[src/rtl/branch_resolve_pkg.sv]
// Shared definitions between the fetch-stage static predictor and the
// execute-side branch resolver.
package branch_resolve_pkg;

  localparam int unsigned XLEN_DEFAULT = 32;

  // RV32 major opcodes the static predictor keys on
  localparam logic [6:0] OPCODE_BRANCH = 7'b1100011;
  localparam logic [6:0] OPCODE_JAL    = 7'b1101111;

  typedef struct packed {
    logic [XLEN_DEFAULT-1:0] pc;
    logic [XLEN_DEFAULT-1:0] pre_pc;
    logic                    is_br;
  } pred_entry_t;

endpackage

[src/rtl/branch_resolve_pred_fifo.sv]
// In-order prediction queue: synchronous FIFO with a single-cycle clear
// that wins over any push or pop in the same cycle.
module branch_resolve_pred_fifo #(
  parameter int unsigned DEPTH = 4,
  parameter int unsigned WIDTH = 65
) (
  input  logic             clk,
  input  logic             rst_n,
  input  logic             clear,
  input  logic             push,
  input  logic             pop,
  input  logic [WIDTH-1:0] wdata,
  output logic [WIDTH-1:0] head,
  output logic             full,
  output logic             empty
);

  localparam int unsigned PTR_W = $clog2(DEPTH);
  localparam int unsigned CNT_W = PTR_W + 1;

  logic [WIDTH-1:0] mem [DEPTH];
  logic [PTR_W-1:0] wr_ptr;
  logic [PTR_W-1:0] rd_ptr;
  logic [CNT_W-1:0] count;
  logic             do_push;
  logic             do_pop;

  assign full    = (count == CNT_W'(DEPTH));
  assign empty   = (count == '0);
  assign do_push = push & ~full & ~clear;
  assign do_pop  = pop & ~empty & ~clear;
  assign head    = mem[rd_ptr];

  // Pointers wrap naturally at DEPTH since DEPTH is a power of two
  always_ff @(posedge clk) begin
    if (!rst_n) begin
      wr_ptr <= '0;
      rd_ptr <= '0;
      count  <= '0;
    end else if (clear) begin
      wr_ptr <= '0;
      rd_ptr <= '0;
      count  <= '0;
    end else begin
      if (do_push) wr_ptr <= wr_ptr + 1'b1;
      if (do_pop)  rd_ptr <= rd_ptr + 1'b1;
      if (do_push && !do_pop)      count <= count + 1'b1;
      else if (!do_push && do_pop) count <= count - 1'b1;
    end
  end

  always_ff @(posedge clk) begin
    if (do_push) mem[wr_ptr] <= wdata;
  end

endmodule

[src/rtl/branch_resolve.sv]
// Checks fetch's static predictions against execute's resolved next PC and
// redirects fetch one cycle after a mispredicted (or misaligned) retirement.
module branch_resolve
  import branch_resolve_pkg::*;
#(
  parameter int unsigned DEPTH = 4,
  parameter int unsigned XLEN  = XLEN_DEFAULT,
  parameter int unsigned CNT_W = 32
) (
  input  logic             clk,
  input  logic             rst_n,
  input  logic             if_valid,
  output logic             if_ready,
  input  logic [XLEN-1:0]  if_pc,
  input  logic [XLEN-1:0]  if_pre_pc,
  input  logic             if_is_br,
  input  logic             ex_valid,
  output logic             ex_ready,
  input  logic [XLEN-1:0]  ex_pc,
  input  logic [XLEN-1:0]  ex_next_pc,
  output logic             redirect_valid,
  output logic [XLEN-1:0]  redirect_pc,
  output logic [CNT_W-1:0] br_count,
  output logic [CNT_W-1:0] mispred_count
);

  localparam int unsigned ENTRY_W = 2 * XLEN + 1;
  localparam logic [CNT_W-1:0] CNT_MAX = '1;

  logic [ENTRY_W-1:0] wdata;
  logic [ENTRY_W-1:0] head;
  logic [XLEN-1:0]    head_pc;
  logic [XLEN-1:0]    head_pre_pc;
  logic               head_is_br;
  logic               full;
  logic               empty;
  logic               push;
  logic               pop;
  logic               mismatch;

  // Entry layout {pc, pre_pc, is_br} matches pred_entry_t at default XLEN
  assign wdata = {if_pc, if_pre_pc, if_is_br};
  assign {head_pc, head_pre_pc, head_is_br} = head;

  assign if_ready = ~full & ~redirect_valid;
  assign ex_ready = ~empty;
  assign push     = if_valid & if_ready;
  assign pop      = ex_valid & ex_ready;
  assign mismatch = pop & ((head_pre_pc != ex_next_pc) | (head_pc != ex_pc));

  branch_resolve_pred_fifo #(
    .DEPTH (DEPTH),
    .WIDTH (ENTRY_W)
  ) u_pred_fifo (
    .clk   (clk),
    .rst_n (rst_n),
    .clear (mismatch),
    .push  (push),
    .pop   (pop),
    .wdata (wdata),
    .head  (head),
    .full  (full),
    .empty (empty)
  );

  // Redirect pulse follows the mismatching pop by exactly one cycle
  always_ff @(posedge clk) begin
    if (!rst_n) begin
      redirect_valid <= 1'b0;
      redirect_pc    <= '0;
    end else begin
      redirect_valid <= mismatch;
      if (mismatch) redirect_pc <= ex_next_pc;
    end
  end

  // Saturating performance counters
  always_ff @(posedge clk) begin
    if (!rst_n) begin
      br_count      <= '0;
      mispred_count <= '0;
    end else begin
      if (pop && head_is_br && br_count != CNT_MAX)
        br_count <= br_count + 1'b1;
      if (mismatch && mispred_count != CNT_MAX)
        mispred_count <= mispred_count + 1'b1;
    end
  end

endmodule

[config.mk]
export PLATFORM = sky130hd
export DESIGN_NAME = branch_resolve
export DESIGN_NICKNAME = d
export VERILOG_FILES = /design/src/rtl/branch_resolve_pkg.sv /design/src/rtl/branch_resolve_pred_fifo.sv /design/src/rtl/branch_resolve.sv
export SDC_FILE = /design/constraint.sdc
export NUM_CORES = 1
export LEC_CHECK = 0
export BUFFER_PORTS_ARGS = -buffer_cell sky130_fd_sc_hd__buf_2
export CAP_MARGIN = 20
export CORE_ASPECT_RATIO = 0.5
export CORE_MARGIN = 2
export CORE_UTILIZATION = 45
export CTS_BUF_LIST = sky130_fd_sc_hd__clkbuf_8
export CTS_CLUSTER_SIZE = 24
export DETAILED_ROUTE_END_ITERATION = 8
export PLACE_DENSITY = 0.65
export SYNTH_ARGS = -nofsm -noshare
export SYNTH_HDL_FRONTEND = slang
export SYNTH_HIERARCHICAL = 1
export SYNTH_SLANG_ARGS = --single-unit
[constraint.sdc]
create_clock -name clk -period 6.39 [get_ports clk]
set_clock_uncertainty 0.2 [all_clocks]
set_input_delay 1.917 -clock clk [delete_from_list [all_inputs] [get_ports clk]]
set_output_delay 1.917 -clock clk [all_outputs]
set_load 0.02 [all_outputs]
==> results of run 1 <==
## worst paths after layout
check,cells after the start,to,slack (ns)
max,16,u_pred_fifo/count[2],0.86
min,2,redirect_pc[7],0.26
max reg2reg,16,u_pred_fifo/count[2],0.86
min reg2reg,2,redirect_pc[7],0.26
## cell type report
type / instances / area (µm²) / area share
sequential: 366 / 9937 / 0.5537
multi-input combinational: 601 / 5075 / 0.2828
timing repair buffer: 249 / 1369 / 0.07627
clock buffer: 56 / 770.7 / 0.04294
tap: 441 / 551.8 / 0.03074
clock inverter: 40 / 201.4 / 0.01122
inverter: 10 / 37.54 / 0.002091
antenna: 2 / 5.005 / 0.0002789
## report_power, final
part           switching [mW]  leakage (nW)  internal [mW]
logic                   0.746          2.71          0.540
registers               0.116          3.23           2.88
clock network           0.884         0.587          0.852
total                    1.75          6.52           4.27
## sequential cells by signal (all words and copies together), names as in the netlist, named ones only
signal              flops
br_count               32
redirect_pc            32
mispred_count          32
u_pred_fifo/rd_ptr      2
redirect_valid          1
u_pred_fifo/mem       260
u_pred_fifo/count       3
u_pred_fifo/wr_ptr      2
## layer usage
layer | vias up | part of all wire
met4 | 2 | 0.023
li1 | 4396 | -
met2 | 210 | 0.51
met1 | 4830 | 0.42
met3 | 59 | 0.043
met5 | - | 0.00031
## per-stage QoR
| stage | area (µm²) | utilization | hold WS [ns] | setup slack [ns] | power, mW |
|---|---|---|---|---|---|
| finish | 17950 | 0.5392 | 0.2554 | 0.8570 | 6.020 |
| global placement | 16970 | 0.5098 | 0.2406 | 0.6625 | 4.306 |
| CTS | 17940 | 0.5391 | 0.2614 | 0.7565 | 6.091 |
| global route | 17950 | 0.5392 | 0.2746 | 0.4202 | 6.301 |
| detailed placement | 16970 | 0.5098 | 0.2445 | 0.5231 | 4.348 |
| floorplan | 15320 | - | 0.2591 | 1.129 | 3.907 |
## kinds of logic (layout without fill, tap and decap cells)
| family | count (synthesis) | in the layout | share of synthesized area |
|---|---|---|---|
| and+or+nand+nor | 340 | 340 | 0.1207 |
| muxes | 120 | 120 | 0.1315 |
| buffers and inverters | 58 | 355 | 0.02164 |
| other | 0 | 2 | 0 |
| xor gates and xnor gates | 94 | 94 | 0.05374 |
| AOI/OAI and AO/OA | 39 | 39 | 0.01731 |
| DFF | 366 | 366 | 0.6481 |
| adders and majority gates | 8 | 8 | 0.007023 |
## cells in the final DEF (no fill, tap or decap), types with 10 or more instances in the layout
master	count
edfxtp_1	260
buf_2	230
nand2_1	112
dfxtp_1	104
xor2_1	66
mux4_2	65
clkbuf_8	56
mux2i_1	55
and2_1	37
nand4_1	36
inv_1	33
xnor2_1	28
nand3_1	24
nand2b_1	20
nor2_1	19
nor4_1	18
nor3_1	14
buf_4	13
and3_1	11
o31ai_1	11
a21boi_1	10
or4_1	10
clkinv_1	10
## synthesized netlist by cell type, types with 7 or more instances
library cell	n
edfxtp_1	260
nand2_1	112
dfxtp_1	106
xor2_1	66
mux4_2	65
mux2i_1	55
and2_1	37
nand4_1	36
xnor2_1	28
nand3_1	24
clkbuf_1	21
nand2b_1	20
nor2_1	19
nor4_1	18
nor3_1	14
buf_2	13
buf_6	12
and3_1	11
o31ai_1	11
a21boi_1	10
or4_1	10
inv_1	9
and4_1	7
ha_1	7
o21ai_0	7
## tightest hold or removal path, delay by kind of cell (launching register included)
family	cells	cell delay [ns]
flip-flops	1	0.31
multiplexers	1	0.05
AND/OR/NAND/NOR	1	0.05
==> metrics.md, run 1 <==
| Metric | Value |
|---|---|
| Site row count | 47 |
| DRT Pass-1 Iters | 5 |
| Fmax achieved | 180.7 MHz |
| CP required | about 6.7 ns |
| Critical-path top delay cell | dfxtp_4 |
| Share of synthesized flip-flops with an asynchronous set or reset | 0 |
| Fin crit period | approximately 5.5 ns |
| Synth Warn # | 6 |
| CTS sink count | 366 |
| Initial antenna violation count | 4 |
| Period utilization | 0.8659 |
| Outcome | completed |
| Vias per cell | 5.381 |
| First-pass GRT wire length | 54.21 mm |
| Crit Path Category | register to register |
| Postcts setup bufs | 0 |
| Mean routed wirelength per cell | 20.19 µm |
| WP buf/inv | 3 |
| Slowest stage delay, CP | 0.69 ns |
| Maximum vdd drop | 0.1412 mV |
| I/O pins | 232 |
| #FFs+latches synth | around 370 |
| Crit start category | register |
| Drt total wl | roughly 36 mm |
| CTS Root Cell | clkbuf_8 |
| Worst-Skew Late Latency | 0.60 ns |
| Sequential share of the synthesized area | 0.6481 |
| Htree depth | 2 |
| RSZ-0062 raised after global routing | false |
| Worst-margin pin slew | 1.041 ns |
| Die Area | 35,630 µm² |
| Number of fill cells | ~2,800 |
| Worst min path class | register to register |
| DR vias | 9,497 |
| Max-Cap Viols | 0 |
| Crit Path Max Fanout | 28 |
| DRT iter0 DRCs | 705 |
| Max Slew Vio Count | 0 |
| Final net count | 1,420 |
| CORE AREA | ~33,000 µm² |
| Num CTS Buffers | 51 |
| Top cell type's share of synthesized area | 0.5096 |
| CTS Hold Bufs | 0 |
| Final ANT Viol Nets | 0 |
| Synth area leader | edfxtp_1 |
| Delay-heaviest family, CP | simple AND/OR/NAND/NOR gates |
| Final HPWL DP | 24.12 mm |
| Headroom to the max-slew limit | 0.3037 |
| Worst-path cell chain | buf_12, buf_4, mux4_2, xor2_1, nor4_1, nand4_1, nor4_4, nor2_4, and2b_2, and2_4, ha_1, inv_1, fa_1, xor2_1, or3_2, a21oi_1 |
| Setup TNS | 0 ns |
| Area delta synth->final | 17.14% |
| Largest net degree at the start of global routing | 103 |
| Met2 Use GR | 0.3463 |
| GRT Util Overall | 0.1986 |
| Power per Cell Area | 335.4 nW/µm² |
| Clock Path Buffers | 3 |
| DRC | 0 |
| HP Start | redirect_pc[7] |
| Critical path's most frequent cell | xor2_1 |
| Main synth FF type | edfxtp_1 |
| CP Data Arrival Time | 5.85 ns |
| Post_cts resized | 0 |
| Final Non-Filler Cells | 1,765 |
| Inst Count DP | between 1,500 and 2,000 |
| Crit. End Element | register |
| Starting Density | 0.4603 |
| Grt peak-use layer | met2 |
| Syn_nets | 1,166 |
| Die H | about 130 µm |
| Synth unique cells | 47 |
| Pleak | 6.522 nW |
| Cell count after synthesis | 1,025 |
| Worst-path clk slew | ~0.070 ns |
| Largest cells by area after synthesis | edfxtp_1 51%, dfxtp_1 14%, mux4_2 9.6%, xor2_1 3.8%, mux2i_1 3.6% |
| Post-synth EDFFs | 260 |
| Syn avg cell area | 14.95 µm² |
| Die W | 264.9 µm |
| IO buf count | 231 |
| Fraction of layout cells with a size suffix above 1 | 0.2950 |
| Synth Cell Area | 15,320 µm² |
| Final setup viols | 0 |
| CTS tree | done |
| Placer Congestion | 0.8479 |
| Met3 Track Usage GR | 0.03993 |
| Vias in the first global route | 9,803 |
| Final Hold Vio Count | 0 |
| Total gr overflow | 0 |
| M1 GR Usage | 0.2504 |
(Power assumes the default switching activity.)
==> run 2, diff against run 1 <==
CORE_UTILIZATION = 55   (was 45)
CTS_BUF_LIST = sky130_fd_sc_hd__clkbuf_2 sky130_fd_sc_hd__clkbuf_4 sky130_fd_sc_hd__clkbuf_8   (was sky130_fd_sc_hd__clkbuf_8)
PLACE_DENSITY = 0.77   (was 0.65)
==> run 2 against run 1 <==
Sequential power is essentially flat. Fmax rose by 0.12%. Sequential cell count is the same. Global-route usage increased by 3.7 points. Power up 0.82%. Critical endpoint unchanged. Largest power group unchanged.
==> metrics.md, run 2 (synthesis results as in run 1) <==
| Metric | Value |
|---|---|
| Vias in the first global route | 9,452 (-3.6%) |
| Fmax achieved | 181.0 MHz (+0.12%) |
| Final Hold Vio Count | 0 (unchanged) |
| CTS Hold Bufs | 0 (unchanged) |
| Postcts setup bufs | 0 (unchanged) |
| Area delta synth->final | 16.69% |
| Worst min path class | register to register |
| Reg-to-reg setup timing slack | 0.92 ns (+0.06 ns) |
| Worst Slack Setup Final | 0.8637 ns (+0.006710 ns) |
| Clock Path Buffers | 3 (unchanged) |
| Most common cell after layout, fill and taps aside | edfxtp_1 |
| Crit start category | primary input |
| HP Start | redirect_pc[30] |
| Fraction of layout cells with a size suffix above 1 | 0.3123 (+0.01730) |
| RSZ-0062 raised after global routing | false |
| Final net count | 1,416 (-0.28%) |
| DRT Pass-1 Iters | 5 (unchanged) |
| CTS Root Cell | clkbuf_8 |
| Final setup viols | 0 (unchanged) |
| Maximum vdd drop | 0.2270 mV (+61%) |
| Most frequent cells in the layout | 260 x edfxtp_1, 230 x buf_2, 112 x nand2_1, 104 x dfxtp_1, 66 x xor2_1 |
| Top reg by flops | u_pred_fifo/mem |
| DRT iter0 DRCs | 695 (-1.4%) |
| Power per Cell Area | 339.5 nW/µm² (+1.2%) |
| Num CTS Buffers | 49 (-3.9%) |
| Mean routed wirelength per cell | 20.22 µm (+0.13%) |
| CORE AREA | 27,550 µm² (-17%) |
| Htree depth | 2 (unchanged) |
| Headroom to the max-slew limit | 0.3297 (+0.02596) |
| CP Data Arrival Time | 5.83 ns (-0.02 ns) |
| First-pass GRT wire length | 51.70 mm (-4.6%) |
| Worst-path clk slew | 0.07 ns (about the same) |
| Slowest stage delay, CP | 0.81 ns (+0.12 ns) |
| Critical path's most frequent cell | xor2_1 |
| Placer Congestion | 0.8134 (-4.1%) |
| GRT Util Overall | 0.2352 (+0.03663) |
| CTS tree | done |
| Crit Path Max Fanout | 16 (-43%) |
| Final ANT Viol Nets | 0 (unchanged) |
| Worst-path cell chain | buf_2, xor2_1, nor4_1, nand4_1, nor4_4, nor2_4, and2b_2, and2_4, ha_1, inv_1, fa_1, xor2_1, or3_2, a21oi_1 |
| Worst-margin pin slew | 1.002 ns (-0.03880 ns) |
| Period utilization | 0.8648 (-0.001050) |
| Site row count | 43 (-8.5%) |
| Crit Path Category | primary input to register |
| DRC | 0 (unchanged) |
| I/O pins | 232 (unchanged) |
| IO buf count | 231 (unchanged) |
| M1 GR Usage | 0.3067 (+0.05634) |
| Critical-path top delay cell | nor4_1 |
| Worst-Skew Late Latency | 0.60 ns (about the same) |
| Hold WS | 0.2608 ns (+0.005438 ns) |
| Met3 Track Usage GR | 0.04577 (+0.005839) |
| Max Slew Vio Count | 0 (unchanged) |
| R2r worst-path depth | 15 (-1) |
| Fin crit period | 5.526 ns (-0.006710 ns) |
| Vias per cell | 5.568 (+3.5%) |
| Starting Density | 0.5562 (+0.09588) |
| Max-Cap Viols | 0 (unchanged) |
| Max FFs per register | 260 (unchanged) |
| Initial antenna violation count | 5 (+1) |
| Crit. End Element | register |
| Total gr overflow | 0 (unchanged) |
| Outcome | completed |
| Met2 Use GR | 0.3992 (+0.05289) |
| Die Area | 29,290 µm² (-18%) |
| Drt total wl | 34.43 mm (-3.4%) |
| CP required | 6.70 ns (about the same) |
| Setup TNS | 0 ns (unchanged) |
| Die W | 240.0 µm (-9.4%) |
| Die H | 122.0 µm (-9.3%) |
| Pleak | 6.456 nW (-1.0%) |
| FF-to-FF End | u_pred_fifo/count[2] |
| WHS Path Cells | 2 (unchanged) |
| Final HPWL DP | 23.24 mm (-3.7%) |
| DR vias | 9,483 (-0.15%) |
| Grt peak-use layer | met2 |
| Hold path endpoint | redirect_pc[30] |
| CTS sink count | 366 (unchanged) |
| Place WS | 0.4447 ns (-0.07836 ns) |
| Largest net degree at the start of global routing | 88 (-15%) |
| Post_cts resized | 0 (unchanged) |
## run 2: changes by cell type in the layout (fill, tap and decap cells not counted), moves of 3 or more
cell,previous run,this run
clkbuf_4,0,29
diode_2,2,5
clkinv_1,10,7
clkbuf_8,56,51
inv_1,33,9
## run 2: final cells by class
type                    count  area (µm²)
flip-flops and latches    366        9937
fillers                  2036        9668
multi-input cells         601        5075
repair buffers            247        1341
clock buffers              80       919.6
well taps                 382       478.0
clock inverters            12       77.57
inverters                  10       37.54
diodes                      5       12.51
## run 2: worst max-delay path by stage
| stage | endpoint | cells past startpoint | slack (ns) | from |
|---|---|---|---|---|
| final | u_pred_fifo/count[2] | 14 | 0.86 | ex_next_pc[6] |
| after global routing | u_pred_fifo/count[2] | 15 | 0.62 | register |
| after CTS | u_pred_fifo/count[2] | 15 | 1.02 | register |
| after detailed placement | u_pred_fifo/count[2] | 14 | 0.44 | ex_next_pc[17] |
| after global placement | u_pred_fifo/count[2] | 14 | 0.54 | ex_next_pc[17] |
| after floorplan | u_pred_fifo/count[2] | 15 | 1.13 | ex_pc[20] |
## run 2: worst max-delay path, delay by kind of cell
family | cells | cell delay (ns)
AOI/OAI and AO/OA | 1 | 0.15
xor gates and xnor gates | 2 | 0.33
adders and majority gates | 2 | 0.54
buffers and inverters | 2 | 0.17
and+or+nand+nor | 7 | 2.72
## run 2: per-layer routing
layer,wire length [µm],up-vias
met5,0,-
met4,869,0
met3,1955,59
met2,17160,287
met1,14450,4735
li1,-,4402
## run 2: power by group
| group | total (mW) | switching, mW | internal (mW) |
|---|---|---|---|
| clock network | 1.78 | 0.863 | 0.917 |
| logic | 1.31 | 0.769 | 0.537 |
| registers | 2.98 | 0.101 | 2.88 |
| total | 6.07 | 1.73 | 4.34 |
## run 2: stage by stage
stage / cells / utilization / power, mW / instance area (µm²)
after floorplan: 1025 / - / 3.907 / 15320
after global placement: 1606 / 0.6124 / 4.289 / 16870
after detailed placement: 1606 / 0.6124 / 4.347 / 16870
after CTS: 1698 / 0.6486 / 6.124 / 17870
after global routing: 1702 / 0.6489 / 6.329 / 17880
final: 1703 / 0.6490 / 6.070 / 17880
